## src/rtl/cricket_match_ctrl_if.sv

```systemverilog
// cricket_match_ctrl_if
//   Groups the ball-event inputs and the scoreboard outputs of cricket_match_ctrl.
//   Clock and reset stay plain ports on the controller.
//
//   Signals:
//     ball_valid      one-cycle pulse, a ball has been bowled
//     ball_result     0..6 runs, 7 = wicket (0 runs)
//     ball_extra      wide/no-ball flag (only with EXTRAS_EN defined)
//     next_inning     one-cycle pulse, leave the innings break
//     binary_runs     runs of the current / last-completed innings
//     binary_wickets  wickets of the current / last-completed innings
//     balls_bowled    legal balls bowled this innings
//     inning_over     high while in the innings break
//     game_over       high once the match is decided
//     winner          0 = team 1, 1 = team 2 (valid with game_over)
//
//   Modports: master = stimulus side (front end), slave = controller.
//   Optional feature macro: EXTRAS_EN.
interface cricket_match_ctrl_if;
  logic       ball_valid;
  logic [2:0] ball_result;
`ifdef EXTRAS_EN
  logic       ball_extra;
`endif
  logic       next_inning;
  logic [7:0] binary_runs;
  logic [3:0] binary_wickets;
  logic [5:0] balls_bowled;
  logic       inning_over;
  logic       game_over;
  logic       winner;

  modport master (
    output ball_valid,
    output ball_result,
`ifdef EXTRAS_EN
    output ball_extra,
`endif
    output next_inning,
    input  binary_runs,
    input  binary_wickets,
    input  balls_bowled,
    input  inning_over,
    input  game_over,
    input  winner
  );

  modport slave (
    input  ball_valid,
    input  ball_result,
`ifdef EXTRAS_EN
    input  ball_extra,
`endif
    input  next_inning,
    output binary_runs,
    output binary_wickets,
    output balls_bowled,
    output inning_over,
    output game_over,
    output winner
  );
endinterface

```

## src/rtl/cricket_match_ctrl.sv

```systemverilog
// cricket_match_ctrl
//   Sequences a two-innings limited-overs match: accumulates runs, wickets and
//   balls of the batting team, schedules the innings break, holds the
//   first-innings target and latches the winner. All outputs are registered.
//
//   Ports:
//     clk    system clock
//     reset  asynchronous, active-high reset
//     bus    cricket_match_ctrl_if.slave (ball events in, scoreboard values out)
//
//   Parameters:
//     BALLS_PER_INNINGS  legal balls per innings, 1..63
//     MAX_WICKETS        wickets that end an innings, 1..15
//
//   Optional feature macro: EXTRAS_EN adds bus.ball_extra (wides/no-balls).
module cricket_match_ctrl #(
  parameter int unsigned BALLS_PER_INNINGS = 12,
  parameter int unsigned MAX_WICKETS       = 10
) (
  input logic                 clk,
  input logic                 reset,
  cricket_match_ctrl_if.slave bus
);

  localparam logic [5:0] BallsLimit = 6'(BALLS_PER_INNINGS);
  localparam logic [3:0] WktLimit   = 4'(MAX_WICKETS);

  typedef enum logic [1:0] {StInn1, StBreak, StInn2, StDone} state_e;

  state_e     state_q;
  logic [7:0] runs_q;
  logic [3:0] wkts_q;
  logic [5:0] balls_q;
  logic [7:0] target_q;
  logic       inning_over_q;
  logic       game_over_q;
  logic       winner_q;

  // Next counter values if the current ball is processed.
  logic       is_wicket;
  logic       is_extra;
  logic [2:0] base_runs;
  logic [3:0] add_runs;
  logic [8:0] runs_sum;
  logic [7:0] runs_nxt;
  logic [3:0] wkts_nxt;
  logic [5:0] balls_nxt;
  logic       innings_end;
  logic       chase_won;

  always_comb begin
    is_wicket = (bus.ball_result == 3'd7);
`ifdef EXTRAS_EN
    is_extra  = bus.ball_extra;
`else
    is_extra  = 1'b0;
`endif
    // Code 7 never scores: on a legal ball it is a wicket, on an extra it counts as 0.
    base_runs = is_wicket ? 3'd0 : bus.ball_result;
    add_runs  = is_extra ? ({1'b0, base_runs} + 4'd1) : {1'b0, base_runs};
    runs_sum  = {1'b0, runs_q} + {5'd0, add_runs};
    runs_nxt  = runs_sum[8] ? 8'hFF : runs_sum[7:0];

    wkts_nxt = wkts_q;
    if (!is_extra && is_wicket && (wkts_q < WktLimit)) begin
      wkts_nxt = wkts_q + 4'd1;
    end

    balls_nxt = balls_q;
    if (!is_extra && (balls_q < BallsLimit)) begin
      balls_nxt = balls_q + 6'd1;
    end

    innings_end = (wkts_nxt == WktLimit) || (balls_nxt == BallsLimit);
    chase_won   = (runs_nxt > target_q);
  end

  always_ff @(posedge clk or posedge reset) begin
    if (reset) begin
      state_q       <= StInn1;
      runs_q        <= 8'd0;
      wkts_q        <= 4'd0;
      balls_q       <= 6'd0;
      target_q      <= 8'd0;
      inning_over_q <= 1'b0;
      game_over_q   <= 1'b0;
      winner_q      <= 1'b0;
    end else begin
      unique case (state_q)
        StInn1: begin
          if (bus.ball_valid) begin
            runs_q  <= runs_nxt;
            wkts_q  <= wkts_nxt;
            balls_q <= balls_nxt;
            if (innings_end) begin
              state_q       <= StBreak;
              target_q      <= runs_nxt;
              inning_over_q <= 1'b1;
            end
          end
        end
        StBreak: begin
          // Counters hold team 1's totals; a simultaneous ball is dropped.
          if (bus.next_inning) begin
            state_q       <= StInn2;
            runs_q        <= 8'd0;
            wkts_q        <= 4'd0;
            balls_q       <= 6'd0;
            inning_over_q <= 1'b0;
          end
        end
        StInn2: begin
          if (bus.ball_valid) begin
            runs_q  <= runs_nxt;
            wkts_q  <= wkts_nxt;
            balls_q <= balls_nxt;
            // Passing the target wins even on the last ball or last wicket.
            if (chase_won) begin
              state_q     <= StDone;
              game_over_q <= 1'b1;
              winner_q    <= 1'b1;
            end else if (innings_end) begin
              state_q     <= StDone;
              game_over_q <= 1'b1;
              winner_q    <= 1'b0;
            end
          end
        end
        StDone: begin
          // Frozen until reset.
        end
        default: begin
          state_q <= StInn1;
        end
      endcase
    end
  end

  assign bus.binary_runs    = runs_q;
  assign bus.binary_wickets = wkts_q;
  assign bus.balls_bowled   = balls_q;
  assign bus.inning_over    = inning_over_q;
  assign bus.game_over      = game_over_q;
  assign bus.winner         = winner_q;

endmodule

```

## src/flat_wrapper.sv

```systemverilog
// flat-port wrapper written by rule: the top's interface ports become plain ports
module cricket_match_ctrl_flat 
#(
  parameter int unsigned BALLS_PER_INNINGS = 12,
  parameter int unsigned MAX_WICKETS       = 10
)
  (clk, reset, bus_ball_valid, bus_ball_result, bus_next_inning, bus_binary_runs, bus_binary_wickets, bus_balls_bowled, bus_inning_over, bus_game_over, bus_winner);
  cricket_match_ctrl_if bus_i ();
  input logic clk;
  input logic reset;
  input wire logic [$bits(bus_i.ball_valid)-1:0] bus_ball_valid;
  input wire logic [$bits(bus_i.ball_result)-1:0] bus_ball_result;
  input wire logic [$bits(bus_i.next_inning)-1:0] bus_next_inning;
  output wire logic [$bits(bus_i.binary_runs)-1:0] bus_binary_runs;
  output wire logic [$bits(bus_i.binary_wickets)-1:0] bus_binary_wickets;
  output wire logic [$bits(bus_i.balls_bowled)-1:0] bus_balls_bowled;
  output wire logic [$bits(bus_i.inning_over)-1:0] bus_inning_over;
  output wire logic [$bits(bus_i.game_over)-1:0] bus_game_over;
  output wire logic [$bits(bus_i.winner)-1:0] bus_winner;
  assign bus_i.ball_valid = bus_ball_valid;
  assign bus_i.ball_result = bus_ball_result;
  assign bus_i.next_inning = bus_next_inning;
  assign bus_binary_runs = bus_i.binary_runs;
  assign bus_binary_wickets = bus_i.binary_wickets;
  assign bus_balls_bowled = bus_i.balls_bowled;
  assign bus_inning_over = bus_i.inning_over;
  assign bus_game_over = bus_i.game_over;
  assign bus_winner = bus_i.winner;
  cricket_match_ctrl #(.BALLS_PER_INNINGS(BALLS_PER_INNINGS), .MAX_WICKETS(MAX_WICKETS)) u_core (.clk(clk), .reset(reset), .bus(bus_i));
endmodule
```

## config.mk

```make
export PLATFORM = sky130hd
export DESIGN_NAME = cricket_match_ctrl_flat
export DESIGN_NICKNAME = d
export VERILOG_FILES = /design/src/rtl/cricket_match_ctrl_if.sv /design/src/rtl/cricket_match_ctrl.sv /design/src/flat_wrapper.sv
export SDC_FILE = /design/constraint.sdc
export NUM_CORES = 1
export LEC_CHECK = 0
export ABC_AREA = 1
export CAP_MARGIN = 20
export CORE_MARGIN = 10
export CORE_UTILIZATION = 50
export DETAILED_ROUTE_END_ITERATION = 6
export PLACE_DENSITY = 0.74
export SLEW_MARGIN = 20
export SYNTH_ARGS = -nofsm -noshare
export SYNTH_HDL_FRONTEND = slang
export SYNTH_SLANG_ARGS = --single-unit
```

## constraint.sdc

```tcl
create_clock -name clk -period 4.2 [get_ports clk]
set_clock_uncertainty 0.2 [all_clocks]
set_input_delay 1.05 -clock clk [delete_from_list [all_inputs] [get_ports clk]]
set_output_delay 1.05 -clock clk [all_outputs]
set_load 0.01 [all_outputs]
```

==> results of run 1 <==
## power by group through the flow
stage / clock, mW / sequential [mW] / combinational (mW)
floorplan: 0 / 0.472 / 0.426
global placement: 0 / 0.465 / 0.693
detailed placement: 0 / 0.467 / 0.698
CTS: 0.218 / 0.462 / 0.710
global route: 0.228 / 0.477 / 0.843
finish: 0.213 / 0.461 / 0.742
## cells by family after synthesis
| logic type | Yosys count | synth area share, % |
|---|---|---|
| XOR/XNOR | 2 | 0.853 |
| flip-flops | 31 | 37.8 |
| buffers and inverters | 47 | 9.20 |
| adder cells (fa/ha/maj) | 19 | 11.9 |
| AO/OA/AOI/OAI | 44 | 13.2 |
| AND/OR/NAND/NOR | 116 | 27.0 |
## sequential cells by signal, indices dropped and copies added, names as in the netlist
| signal | cells |
|---|---|
| u_core.bus.binary_wickets | 4 |
| u_core.state_q | 2 |
| u_core.target_q | 8 |
| u_core.bus.balls_bowled | 6 |
| u_core.bus.winner | 1 |
| u_core.bus.game_over | 1 |
| u_core.bus.binary_runs | 8 |
| u_core.bus.inning_over | 1 |
## worst max-delay path by stage
stage                                   from                       endpoint  slack, ns  cells past startpoint
final                     bus_ball_result[1]  u_core.bus.winner$_DFFE_PP0P_       0.33                     26
after detailed placement  bus_ball_result[1]  u_core.bus.winner$_DFFE_PP0P_      -0.38                     26
after floorplan           bus_ball_result[2]  u_core.bus.winner$_DFFE_PP0P_       0.36                     25
after CTS                 bus_ball_result[1]  u_core.bus.winner$_DFFE_PP0P_      0.004                     26
after global routing      bus_ball_result[1]  u_core.state_q[1]$_DFFE_PP0P_       0.11                     26
after global placement    bus_ball_result[1]  u_core.bus.winner$_DFFE_PP0P_      -0.26                     22
## worst register-to-register path, stage by stage, from the launching register on
cell and delay (ns):
dfrtp_1 0.43, ha_2 0.23, fa_2 0.40, nand2_2 0.07
inv_2 0.05, nor2_4 0.13, inv_2 0.05, nand4_1 0.13
nor2_4 0.10, a21oi_2 0.12, o21ai_2 0.09, ha_1 0.32
nand2_1 0.07, inv_2 0.05, nand2_1 0.04, nand2_1 0.05
nand2_1 0.04, nand2_1 0.07, nand2_1 0.07, nand3_1 0.10
nand3_2 0.09, nand2_1 0.07, o21ai_0 0.07
## area by class of cell
cell class	instances	area (sq um)
clock buffer	6	72.6
fill	342	1350
inverter	45	169
multi-input combinational	181	1150
sequential	31	776
tap	50	62.6
timing repair buffer	46	420
## metal layers
metal | wire [microns] | global-route usage, % | up-vias
li1 | - | - | 930
met1 | 2060 | 15.1 | 805
met2 | 2220 | 21.9 | 39
met3 | 267 | 4.39 | 7
met4 | 74 | 5.48 | 0
met5 | 0 | 0 | -
## repair_timing
action                                  CTS  global route
setup buffers                             0             1
gates resized for setup                   4            22
pin swaps                                 0            11
endpoints found under the setup margin    3             4
## synthesized netlist by cell type, types with 4 or more instances
master,count
o22ai_1,7
nand2_2,9
o21ai_1,6
inv_1,43
dfrtp_1,31
nor2_1,18
nand2_1,64
nand4_1,4
o21ai_0,13
a21oi_1,6
nand3_1,10
ha_1,18
o21ai_2,4
## through the flow
stage	total power, mW	area [sq um]	hold WS [ns]
3_5_place_dp	1.17	2500	0.260
3_3_place_gp	1.16	2500	0.252
4_1_cts	1.39	2590	0.274
5_1_grt	1.55	2650	0.309
6_report	1.42	2650	0.270
2_1_floorplan	0.897	2050	0.290
==> reports/results.tsv, run 1 <==
metric	value	unit
drv_slew	0	
finalSetupTns	0	ns
hold_end	u_core.bus.inning_over$_DFFE_PP0P_	
slew_headroom	40.0	%
synth_nets	285	
crit_family	simple AND/OR/NAND/NOR gates	
port_buffers	27	
clk-insertion-delay-late	0.28	ns
die_h	84.1	microns
synth_edf_count	0	
reg2reg_from	u_core.bus.binary_runs[0]$_DFFE_PP0P_	
timing.rr.end	u_core.bus.winner$_DFFE_PP0P_	
rows	23	
worstRegToRegCells	22	
place.gp.congestion	0.803	
h-tree-depth	2	
clock_sinks	31	
fp.dieW	84.1	microns
drc	0	
yosysTopAreaCell	dfrtp_1	
wl	4620	microns
coreArea	4000	sq um
p_sw	599	uW
start_util	51.3	%
dp.cells	352	
first_pass_iters	6	
final_cell_count_no_fill	359	
post-route-util	66.2	%
root_buffer	clkbuf_8	
cp_common_cell	nand2_1	
netlist.area_leader.share	37.8	%
grt_max_degree	24	
drtIter0Drc	63	
comb_power_share	52.4	%
post-dp-hpwl	3530	microns
timing.final.ws_setup	0.331	ns
max_freq	258	MHz
critical_path_class	input port to flip-flop	
p_leak	1.39	nW
internal_power	817	uW
pre_cts_ws	-0.383	ns
synthCells	259	
sequentialPowerShare	32.6	%
hp-class	flip-flop to flip-flop	
whs_path_depth	2	
n_antenna_cell	0	
mostFrequentLayoutCell	nand2_1	
holdCritStartpoint	u_core.bus.inning_over$_DFFE_PP0P_	
seq_area_frac_synth	37.8	%
antenna_found_initial	0	
grt-ovfl-total	0	
clk_pin_slew	0.06	ns
synth_area	2050	sq um
grt_pass1_vias	1728	
setup_viol	0	
endpoint_kind	flip-flop	
cpPeakStageDelay	0.40	ns
drt.antenna.violating_nets	0	
dieArea	7070	sq um
clockBufferDepth	2	
syn_to_final_growth	29.1	%
crit_arrival	3.83	ns
worst-path-buf-inv	4	
start_kind	input port	
yosysWarnings	0	
grt_usage	13.2	%
grt_pass1_wl	7850	microns
outcome	finished clean	
tightest_slew	0.899	ns
async_reset_ff_share	100	%
pwr_density_cell	534	nW/um^2
yosysUniqueCellTypes	31	
cp_slowest_cell	fa_2	
nNetsFinal	336	
final_layout_size_suffix_gt1_share	21.4	%
grt_setup_unrepaired	false	
fin_crit	3.87	ns
fin_crit_sh	92.1	%
cts_tree	done	
hold_viol	0	
p_sw_share	42.3	%
synth_seq_cells	31	
clock_power_share	15.0	%
layout_common_cells	63 x nand2_1, 38 x inv_1, 31 x dfrtp_1	
yosys_most_used_dff	dfrtp_1	
cts_buffers	5	
max_cap_violations	0	
wl_per_cell	12.9	microns
synthTopCellsByArea	dfrtp_1 38%, nand2_1 12%, ha_1 11%	
worstPathRequired	4.16	ns
ir_worst_vdd	276	uV
ff2ff_setup_slack	1.02	ns
routed_via_density	4.96	
top_level_ports	28	
cts_hold_buf	0	
syn_area_per_cell	7.93	sq um
path_max_fanout	6	
vias	1781	
(Power assumes the default switching activity.)
==> inputs of run 2 (changes only) <==
Settings changed: CORE_ASPECT_RATIO from default to 1.5.
==> run 2 against run 1 <==
Utilization rose by 1.3 points. Power up 4.8%. Sequential power is essentially flat. Critical path depth unchanged. Clock-buffer cell count did not move. First-iteration DRC count is 35% higher. Global-route usage about the same. Combinational power shrank 3.2%. Sequential cell count unchanged. Design area is 0.85% higher.
==> reports/results.tsv, run 2 (same netlist as run 1, synthesis figures left out) <==
metric	value	unit
start_kind	input port	
fin_crit_sh	90.9	%
clk-insertion-delay-late	0.29	ns
crit_family	simple AND/OR/NAND/NOR gates	
rows	28	
cts_tree	done	
top_level_ports	28	
layout_common_cells	61 x nand2_1, 38 x inv_1, 31 x dfrtp_1	
finalSetupTns	0	ns
pwr_density_cell	555	nW/um^2
port_buffers	27	
drv_slew	0	
critical_path.startpoint	bus_ball_result[0]	
routed_via_density	5.08	
crit_arrival	3.80	ns
worstPathRequired	4.18	ns
endpoint_kind	flip-flop	
wl	4560	microns
worst-path-buf-inv	6	
cpPeakStageDelay	0.40	ns
wl_per_cell	12.9	microns
antenna_found_initial	0	
syn_to_final_growth	30.2	%
drc	0	
max_freq	262	MHz
reg2reg_from	u_core.bus.binary_runs[0]$_DFFE_PP0P_	
p_total	1.48	mW
h-tree-depth	2	
first_pass_iters	4	
place.gp.congestion	0.873	
hp-class	flip-flop to flip-flop	
fin_crit	3.82	ns
cp_slowest_cell	fa_2	
cts_hold_buf	0	
drt.antenna.violating_nets	0	
nNetsFinal	334	
slew_headroom	65.9	%
start_util	51.9	%
die_h	98.5	microns
fp.dieW	72.3	microns
grt_max_degree	32	
multi_input_area	1150	sq um
tightest_slew	0.509	ns
grt-ovfl-total	0	
vias	1797	
root_buffer	clkbuf_8	
fillers	312	
register_area	776	sq um
grt_usage	13.2	%
n_antenna_cell	0	
clk_pin_slew	0.06	ns
dieArea	7120	sq um
clockBufferDepth	2	
max_cap_violations	0	
cp_common_cell	nand2_1	
p_leak	1.41	nW
grt_setup_unrepaired	false	
hold_viol	0	
critical_path_class	input port to flip-flop	
holdCritStartpoint	u_core.bus.game_over$_DFFE_PP0P_	
path_max_fanout	6	
ir_worst_vdd	440	uV
final_layout_size_suffix_gt1_share	21.4	%
outcome	finished clean	
mostFrequentLayoutCell	nand2_1	
grt_pass1_vias	1759	
setup_viol	0	
grt_pass1_wl	7690	microns
post-dp-hpwl	3500	microns
coreArea	3960	sq um
drtIter0Drc	85	
cts_buffers	5	
clock_sinks	31	
[run 2: worst register-to-register path, delay by kind of cell (launching register included)]
family | cells | cell delay [ns]
buffers and inverters | 3 | 0.15
AOI/OAI and AO/OA | 2 | 0.23
and+or+nand+nor | 14 | 1.11
adders and majority gates | 3 | 0.92
DFF | 1 | 0.40
[run 2: repair_timing]
action | 4_1_cts | 5_1_grt
endpoints found under the setup margin | 3 | 4
pin swaps | 2 | 10
gates resized for setup | 4 | 20
buffers inserted | 0 | 1
hold endpoints to repair | 0 | 0
[run 2: report_power, final]
| part | total, mW | switching (mW) | internal [mW] |
|---|---|---|---|
| registers | 0.461 | 0.0789 | 0.382 |
| clock network | 0.305 | 0.113 | 0.192 |
| logic | 0.718 | 0.411 | 0.307 |
| total | 1.48 | 0.603 | 0.881 |
[run 2: metal layers]
layer / track usage [%] / wire length, microns / vias to the layer above
li1: - / - / 927
met1: 13.8 / 1810 / 814
met2: 22.4 / 2320 / 42
met3: 3.41 / 241 / 14
met4: 8.37 / 181 / 0
met5: 0 / 0 / -
[run 2: area by class of cell]
cell class / instances / area share (%)
inverters: 45 / 6.32
repair buffers: 44 / 15.2
clock inverters: 2 / 1.31
multi-input cells: 181 / 43.0
flip-flops and latches: 31 / 29.0
well taps: 45 / 2.11
clock buffers: 6 / 3.09
[run 2: per-stage QoR]
stage	util (%)	hold WS (ns)	instances	instance area (sq um)	setup slack [ns]
2_1_floorplan	-	0.290	259	2050	0.361
3_3_place_gp	62.6	0.260	345	2480	-0.345
3_5_place_dp	62.6	0.251	345	2480	-0.434
4_1_cts	65.9	0.268	353	2610	0.00332
5_1_grt	67.5	0.309	354	2670	0.125
6_report	67.5	0.264	354	2670	0.381
[run 2: final timing paths]
check	slack [ns]	cells past startpoint	endpoint
setup / recovery	0.38	26	u_core.state_q[0]$_DFFE_PP0P_
hold / removal	0.26	2	u_core.bus.game_over$_DFFE_PP0P_
setup reg to reg	1.08	22	u_core.state_q[0]$_DFFE_PP0P_
hold reg to reg	0.26	2	u_core.bus.game_over$_DFFE_PP0P_
max in group asynchronous	2.56	3	u_core.target_q[7]$_DFFE_PP0P_
min in group asynchronous	0.95	3	u_core.bus.balls_bowled[0]$_DFFE_PP0P_
